$ cat src/rtl/bch_chien_corrector_if.sv
// Handshake and data bundle between the Berlekamp-Massey stage and the Chien corrector.
// The err_count/fail status signals exist only when BCH_CHIEN_STATUS_EN is defined.
interface bch_chien_corrector_if #(
    parameter int N = 15,
    parameter int K = 7,
    parameter int M = 4
);
    logic         valid_in;
    logic         ready_out;
    logic [M-1:0] lambda1;
    logic [M-1:0] lambda2;
    logic [N-1:0] codeword_in;
    logic         valid_out;
    logic [N-1:0] codeword_out;
    logic [K-1:0] data_out;
`ifdef BCH_CHIEN_STATUS_EN
    logic [1:0]   err_count;
    logic         fail;

    modport master (
        output valid_in, lambda1, lambda2, codeword_in,
        input  ready_out, valid_out, codeword_out, data_out, err_count, fail
    );
    modport slave (
        input  valid_in, lambda1, lambda2, codeword_in,
        output ready_out, valid_out, codeword_out, data_out, err_count, fail
    );
`else
    modport master (
        output valid_in, lambda1, lambda2, codeword_in,
        input  ready_out, valid_out, codeword_out, data_out
    );
    modport slave (
        input  valid_in, lambda1, lambda2, codeword_in,
        output ready_out, valid_out, codeword_out, data_out
    );
`endif
endinterface

$ cat src/rtl/bch_chien_corrector.sv
// Serial Chien search and bit correction for BCH(15,7,t=2) over GF(2^4), p(x)=x^4+x+1.
// Define BCH_CHIEN_STATUS_EN to expose err_count/fail on the interface.
module bch_chien_corrector #(
    parameter int N = 15,
    parameter int K = 7,
    parameter int M = 4
) (
    input logic                  clk,
    input logic                  rst,
    bch_chien_corrector_if.slave bus
);

    typedef enum logic [1:0] {
        IDLE   = 2'd0,
        SEARCH = 2'd1,
        DONE   = 2'd2
    } state_t;

    localparam logic [3:0] K_LAST = 4'(N - 1);

    state_t       state, state_nxt;
    logic [M-1:0] t1, t2;
    logic [N-1:0] cw, orig, cw_out_q;
    logic [3:0]   k;
    logic [1:0]   roots, deg;
    logic         valid_out_q;
    logic         hit, fail_n;

    // Constant multipliers: v*alpha^-1 (= alpha^14) and v*alpha^-2 (= alpha^13) for x^4+x+1.
    function automatic logic [M-1:0] mul_ainv(input logic [M-1:0] v);
        return {v[0], v[3], v[2], v[1] ^ v[0]};
    endfunction

    function automatic logic [M-1:0] mul_ainv2(input logic [M-1:0] v);
        return {v[1] ^ v[0], v[0], v[3], v[2] ^ v[1] ^ v[0]};
    endfunction

    // Lambda(alpha^-k) = 1 + t1 + t2 is zero exactly when t1 ^ t2 equals the unit element.
    assign hit    = ((t1 ^ t2) == M'(1));
    assign fail_n = (roots != deg);

    always_ff @(posedge clk or negedge rst) begin
        if (!rst) state <= IDLE;
        else      state <= state_nxt;
    end

    // NOTE: combinational blocks assign every output a default first, so no path can infer a latch.
    always_comb begin
        state_nxt = state;
        case (state)
            IDLE:    if (bus.valid_in) state_nxt = SEARCH;
            SEARCH:  if (k == K_LAST)  state_nxt = DONE;
            DONE:    state_nxt = IDLE;
            default: state_nxt = IDLE;
        endcase
    end

`ifdef BCH_CHIEN_STATUS_EN
    logic [1:0] err_count_q;
    logic       fail_q;
`endif

    // NOTE: the working registers are reset along with the outputs; an abort mid-search must leave nothing stale.
    always_ff @(posedge clk or negedge rst) begin
        if (!rst) begin
            t1          <= '0;
            t2          <= '0;
            cw          <= '0;
            orig        <= '0;
            k           <= '0;
            roots       <= '0;
            deg         <= '0;
            cw_out_q    <= '0;
            valid_out_q <= 1'b0;
`ifdef BCH_CHIEN_STATUS_EN
            err_count_q <= '0;
            fail_q      <= 1'b0;
`endif
        end else begin
            valid_out_q <= 1'b0;
            case (state)
                IDLE: begin
                    if (bus.valid_in) begin
                        t1    <= bus.lambda1;
                        t2    <= bus.lambda2;
                        cw    <= bus.codeword_in;
                        orig  <= bus.codeword_in;
                        k     <= '0;
                        roots <= '0;
                        if (bus.lambda2 != '0)      deg <= 2'd2;
                        else if (bus.lambda1 != '0) deg <= 2'd1;
                        else                        deg <= 2'd0;
                    end
                end
                SEARCH: begin
                    if (hit) begin
                        cw[k] <= ~cw[k];
                        if (roots != 2'd3) roots <= roots + 2'd1;
                    end
                    t1 <= mul_ainv(t1);
                    t2 <= mul_ainv2(t2);
                    k  <= k + 4'd1;
                end
                DONE: begin
                    cw_out_q    <= fail_n ? orig : cw;
                    valid_out_q <= 1'b1;
`ifdef BCH_CHIEN_STATUS_EN
                    err_count_q <= fail_n ? 2'd0 : roots;
                    fail_q      <= fail_n;
`endif
                end
                default: ;
            endcase
        end
    end

    assign bus.ready_out    = (state == IDLE);
    assign bus.valid_out    = valid_out_q;
    assign bus.codeword_out = cw_out_q;
    assign bus.data_out     = cw_out_q[N-1:N-K];
`ifdef BCH_CHIEN_STATUS_EN
    assign bus.err_count    = err_count_q;
    assign bus.fail         = fail_q;
`endif

endmodule

$ cat src/flat_wrapper.sv
// flat-port wrapper written by rule: the top's interface ports become plain ports
module bch_chien_corrector_flat 
#(
    parameter int N = 15,
    parameter int K = 7,
    parameter int M = 4
)
  (clk, rst, bus_valid_in, bus_lambda1, bus_lambda2, bus_codeword_in, bus_ready_out, bus_valid_out, bus_codeword_out, bus_data_out);
  bch_chien_corrector_if #(.N(N), .K(K), .M(M)) bus_i ();
  input logic clk;
  input logic rst;
  input wire logic [$bits(bus_i.valid_in)-1:0] bus_valid_in;
  input wire logic [$bits(bus_i.lambda1)-1:0] bus_lambda1;
  input wire logic [$bits(bus_i.lambda2)-1:0] bus_lambda2;
  input wire logic [$bits(bus_i.codeword_in)-1:0] bus_codeword_in;
  output wire logic [$bits(bus_i.ready_out)-1:0] bus_ready_out;
  output wire logic [$bits(bus_i.valid_out)-1:0] bus_valid_out;
  output wire logic [$bits(bus_i.codeword_out)-1:0] bus_codeword_out;
  output wire logic [$bits(bus_i.data_out)-1:0] bus_data_out;
  assign bus_i.valid_in = bus_valid_in;
  assign bus_i.lambda1 = bus_lambda1;
  assign bus_i.lambda2 = bus_lambda2;
  assign bus_i.codeword_in = bus_codeword_in;
  assign bus_ready_out = bus_i.ready_out;
  assign bus_valid_out = bus_i.valid_out;
  assign bus_codeword_out = bus_i.codeword_out;
  assign bus_data_out = bus_i.data_out;
  bch_chien_corrector #(.N(N), .K(K), .M(M)) u_core (.clk(clk), .rst(rst), .bus(bus_i));
endmodule
$ cat config.mk
export PLATFORM = sky130hd
export DESIGN_NAME = bch_chien_corrector_flat
export DESIGN_NICKNAME = d
export VERILOG_FILES = /design/src/rtl/bch_chien_corrector_if.sv /design/src/rtl/bch_chien_corrector.sv /design/src/flat_wrapper.sv
export SDC_FILE = /design/constraint.sdc
export NUM_CORES = 1
export LEC_CHECK = 0
export ABC_AREA = 0
export CAP_MARGIN = 0
export CORE_MARGIN = 3
export CORE_UTILIZATION = 45
export DETAILED_ROUTE_END_ITERATION = 8
export PLACE_DENSITY = 0.68
export SLEW_MARGIN = 20
export SYNTH_ARGS = -nofsm -noshare
export SYNTH_HDL_FRONTEND = slang
export SYNTH_SLANG_ARGS = --single-unit
$ cat constraint.sdc
create_clock -name clk -period 2.3 [get_ports clk]
set_input_delay 0.575 -clock clk [delete_from_list [all_inputs] [get_ports clk]]
set_output_delay 0.575 -clock clk [all_outputs]
set_load 0.005 [all_outputs]
==> run summary <==
The tools report the clock tree skew after final layout as 0.00837 ns. Endpoint class of the critical path: a register. Pin placement for this block handled 50 I/O pins. Net switching is 41.0% of the power. STA puts the critical path data required time at 2.55 ns.

In this run the tool buffered the top-level ports with 49 buffer cells. A synthesized cell averages 8.93 um^2. Before antenna repair, the detailed router went through 4 iterations. Across every metal layer, demand over resource in global routing totals 19.1%. The run gives 412 as the total nets after synthesis. The standard cell with the maximum stage delay on the critical path is sky130_fd_sc_hd__dfrtp_1. The final net count was 453; the die extent in x was 93.0 um. The tools report the number of max-slew violations in the final report as 0. For the post-route total power, the log shows 5.72 mW. Clock-pin slew was measured on the worst setup and hold paths at 0.07 ns. The final design utilization was 56.5%. The tools report the number of vias in the routed layout as 2810. For this configuration, the core starts out at a cell density of 46.7%. Synthesis inferred 64 register bits. Final weighted congestion in routability-driven placement: 0.992. Number of setup violations in the final report: 0. After clock tree synthesis, the flow added hold-fix buffers numbering 0. The count of nets left with antenna violations once routing finished came out at 0.

The maximum number of pins on one net before global-route repair was 32; the transition time at the pin with the least slew margin was 0.931 ns. The run finished with clean final reports. Per report_power, the clock group accounts for 16.3% of the total. 0 antenna diodes ended up in the layout.

The most used flip-flop cell after synthesis was sky130_fd_sc_hd__dfrtp_1. The tools report the minimum hold slack as 0.217 ns. The total area inside the core boundary comes to 7290 um^2. Peak per-stage delay on the critical path: 0.58 ns. The detailed placer's ending HPWL is 5670 um. After the first detailed-routing iteration, the DRC count stood at 222.

The number of antenna violations at the first check in global routing is 0, and the part of the total power dissipated in combinational logic is 47.4%. Clock tree synthesis selected as its root buffer the cell sky130_fd_sc_hd__clkbuf_8. Kind of start point of the critical path: a register. The worst setup path is of the reg -> reg kind. Cell-internal power: 3.37 mW. The instance count of the mapped netlist came out at 381.

Measured against its own limit, the worst slew margin works out to 37.9%. After global routing the overflow that remains totals 0. The first global-routing pass estimated 13200 um of wire. Adding up every negative setup slack in the final design gives 0 ns. The height of the die came out at 93.0 um.

The largest area contributor in the synthesized netlist was sky130_fd_sc_hd__dfrtp_1. The worst-case IR drop observed on VDD is 0.669 mV. TritonCTS built the clock tree. The tools report the number of failing hold endpoints at the final stage as 0. The most used routing layer is met2.

The average via count per standard cell was 5.35. For the finished layout, the period the worst path requires is 2.16 ns. The number of gates resized after CTS was 0.

Via count of the first global-routing pass: 2773. The leakage power was 1.88 nW. For the post-CTS setup buffer count, the log shows 0.

The level count of the clock H-tree was 3; the routing usage on met2 was 31.5%. Derived from the worst setup path, the maximum achievable clock frequency is 0.464 GHz. The routed wire length came out at 7750 um. TritonCTS created 9 clock buffers. In this run the cell area of the synthesized design comes to 3400 um^2. Of all nets on the critical path, the largest fanout is 9. Across the run, the number of max-cap violations was 0. The floorplan step defined a die boundary enclosing 8640 um^2. Power spread over the standard cell area amounts to 1390 nW/um^2.

For met1 alone, demand over resource in global routing was 24.8%. The longest clock path from root to sink contains 2 buffers. For the sequential group share of total power, the log shows 36.3%. Compared with the post-synthesis result, the final layout area differs by 21.0%. Row generation in the floorplan step produced 31 rows. Setup repair after global routing left no endpoint under its margin. The logs give 2.34 mW for the power spent charging and discharging nets and 0 for the yosys synthesis warning count. For the worst path arrival time, the log shows 2.40 ns. In the final routed layout, each cell accounts on average for 14.8 um. The synthesized design devotes to its leading area cell type 47.1% of total area.

Across all register-to-register paths, the minimum setup slack is 0.14 ns. The share of synthesized flip-flops with an asynchronous set or reset was 100%. The global-route met3 utilization was 3.17%.

Counting every sink on the clock net gives 64. The path class of the tightest hold or removal check is in -> async. After synthesis, the netlist uses 43 different library cells. The DRC violation count after routing was 0.

The tools report the clock latency on the worst-skew pair as 0.34 ns. Of the cells placed in the final design, the portion with a size suffix greater than 1 is 8.92%. Traced cell by cell, the critical path runs through mux2_2, and3_1, nor4_4, buf_4, nand4_1, a41oi_1.

By area the synthesized netlist is led by sky130_fd_sc_hd__dfrtp_1 47%, sky130_fd_sc_hd__nand2_1 14%, sky130_fd_sc_hd__mux2i_1 5.9%. The post-route fraction of the period consumed by the critical path came out at 93.7%. Count of flip-flops with a built-in enable after synthesis: 0. The run gives 47.1% as the proportion of synthesized chip area in sequential cells.
## layout by cell type, fill, tap and decap left out, drive strengths merged, types with 7 or more instances in the layout
cell,count
nand4,12
a41oi,15
buf,15
a21oi,17
nor2,7
nand2,126
dfrtp,64
o21ai,25
xor2,8
clkbuf,11
clkdlybuf4s50,48
mux2i,20
## critical path: cells and delay by family (launching register included)
kind	cells	cell delay [ns]
buffers and inverters	1	0.24
multiplexers	1	0.39
AO/OA/AOI/OAI	1	0.23
flip-flops	1	0.58
AND/OR/NAND/NOR	3	0.62
## cell families (layout without fill, tap and decap cells)
logic type               count (synthesis)  count (layout)  share of synthesized area [%]
flip-flops                              64              64                           47.1
XOR/XNOR                                10              10                           2.57
multiplexers                            22              22                           6.65
AND/OR/NAND/NOR                        171             171                           22.1
buffers and inverters                   39              84                           6.62
AO/OA/AOI/OAI                           70              70                           13.1
adder cells (fa/ha/maj)                  5               5                           1.84
## routing by layer
| metal | up-vias | share of wire, % |
|---|---|---|
| li1 | 1384 | - |
| met1 | 1352 | 45 |
| met2 | 62 | 50 |
| met3 | 12 | 4.0 |
| met4 | 0 | 1.5 |
| met5 | - | 0 |
## through the flow
step,instances,setup WS [ns],cell area (um^2)
after detailed placement,510,0.196,3930
after floorplan,381,0.563,3400
after global placement,510,0.298,3930
final,525,0.144,4120
after CTS,525,0.160,4120
after global routing,525,0.0131,4120
## worst paths after layout
path,cells past startpoint,end,from
hold / removal,1,u_core.bus.codeword_out[9]$_DFFE_PN0P_,rst
hold reg to reg,2,u_core.orig[14]$_DFFE_PN0P_,u_core.orig[14]$_DFFE_PN0P_
min in group clk,2,u_core.orig[14]$_DFFE_PN0P_,u_core.orig[14]$_DFFE_PN0P_
setup reg to reg,6,u_core.cw[8]$_DFFE_PN0P_,u_core.k[0]$_DFFE_PN0P_
setup / recovery,6,u_core.cw[8]$_DFFE_PN0P_,u_core.k[0]$_DFFE_PN0P_
max in group asynchronous,2,u_core.orig[14]$_DFFE_PN0P_,rst
## layout make-up
cell class                      count  area [um^2]
Fill cell                         703         3180
Sequential cell                    64         1600
Multi-Input combinational cell    278         1580
Timing Repair Buffer               63          603
Clock buffer                       11          141
Tap cell                           99          124
Clock inverter                      4         45.0
Inverter                            6         22.5
## flip-flops by register name, indices dropped and copies added, names as in the netlist
name                     count
u_core.deg                   2
u_core.roots                 2
u_core.cw                   15
u_core.bus.valid_out         1
u_core.t1                    4
u_core.state                 2
u_core.bus.codeword_out     15
u_core.orig                 15
u_core.t2                    4
u_core.k                     4
## power by group through the flow
stage	Clock (mW)	Combinational (mW)	Sequential, mW
CTS	0.954	2.72	2.07
finish	0.932	2.71	2.07
global route	0.998	3.05	2.14
global placement	0	2.62	2.07
detailed placement	0	2.71	2.09
floorplan	0	2.07	1.92
## Yosys cell counts, types with 6 or more instances
cell type,n
sky130_fd_sc_hd__nand2_1,126
sky130_fd_sc_hd__dfrtp_1,64
sky130_fd_sc_hd__o21ai_0,25
sky130_fd_sc_hd__mux2i_1,20
sky130_fd_sc_hd__a21oi_1,17
sky130_fd_sc_hd__a41oi_1,15
sky130_fd_sc_hd__nand4_1,12
sky130_fd_sc_hd__buf_4,10
sky130_fd_sc_hd__clkbuf_1,10
sky130_fd_sc_hd__xor2_1,8
sky130_fd_sc_hd__nor2_1,7
sky130_fd_sc_hd__buf_2,6
No activity file was read; power rests on OpenSTA's default activity.
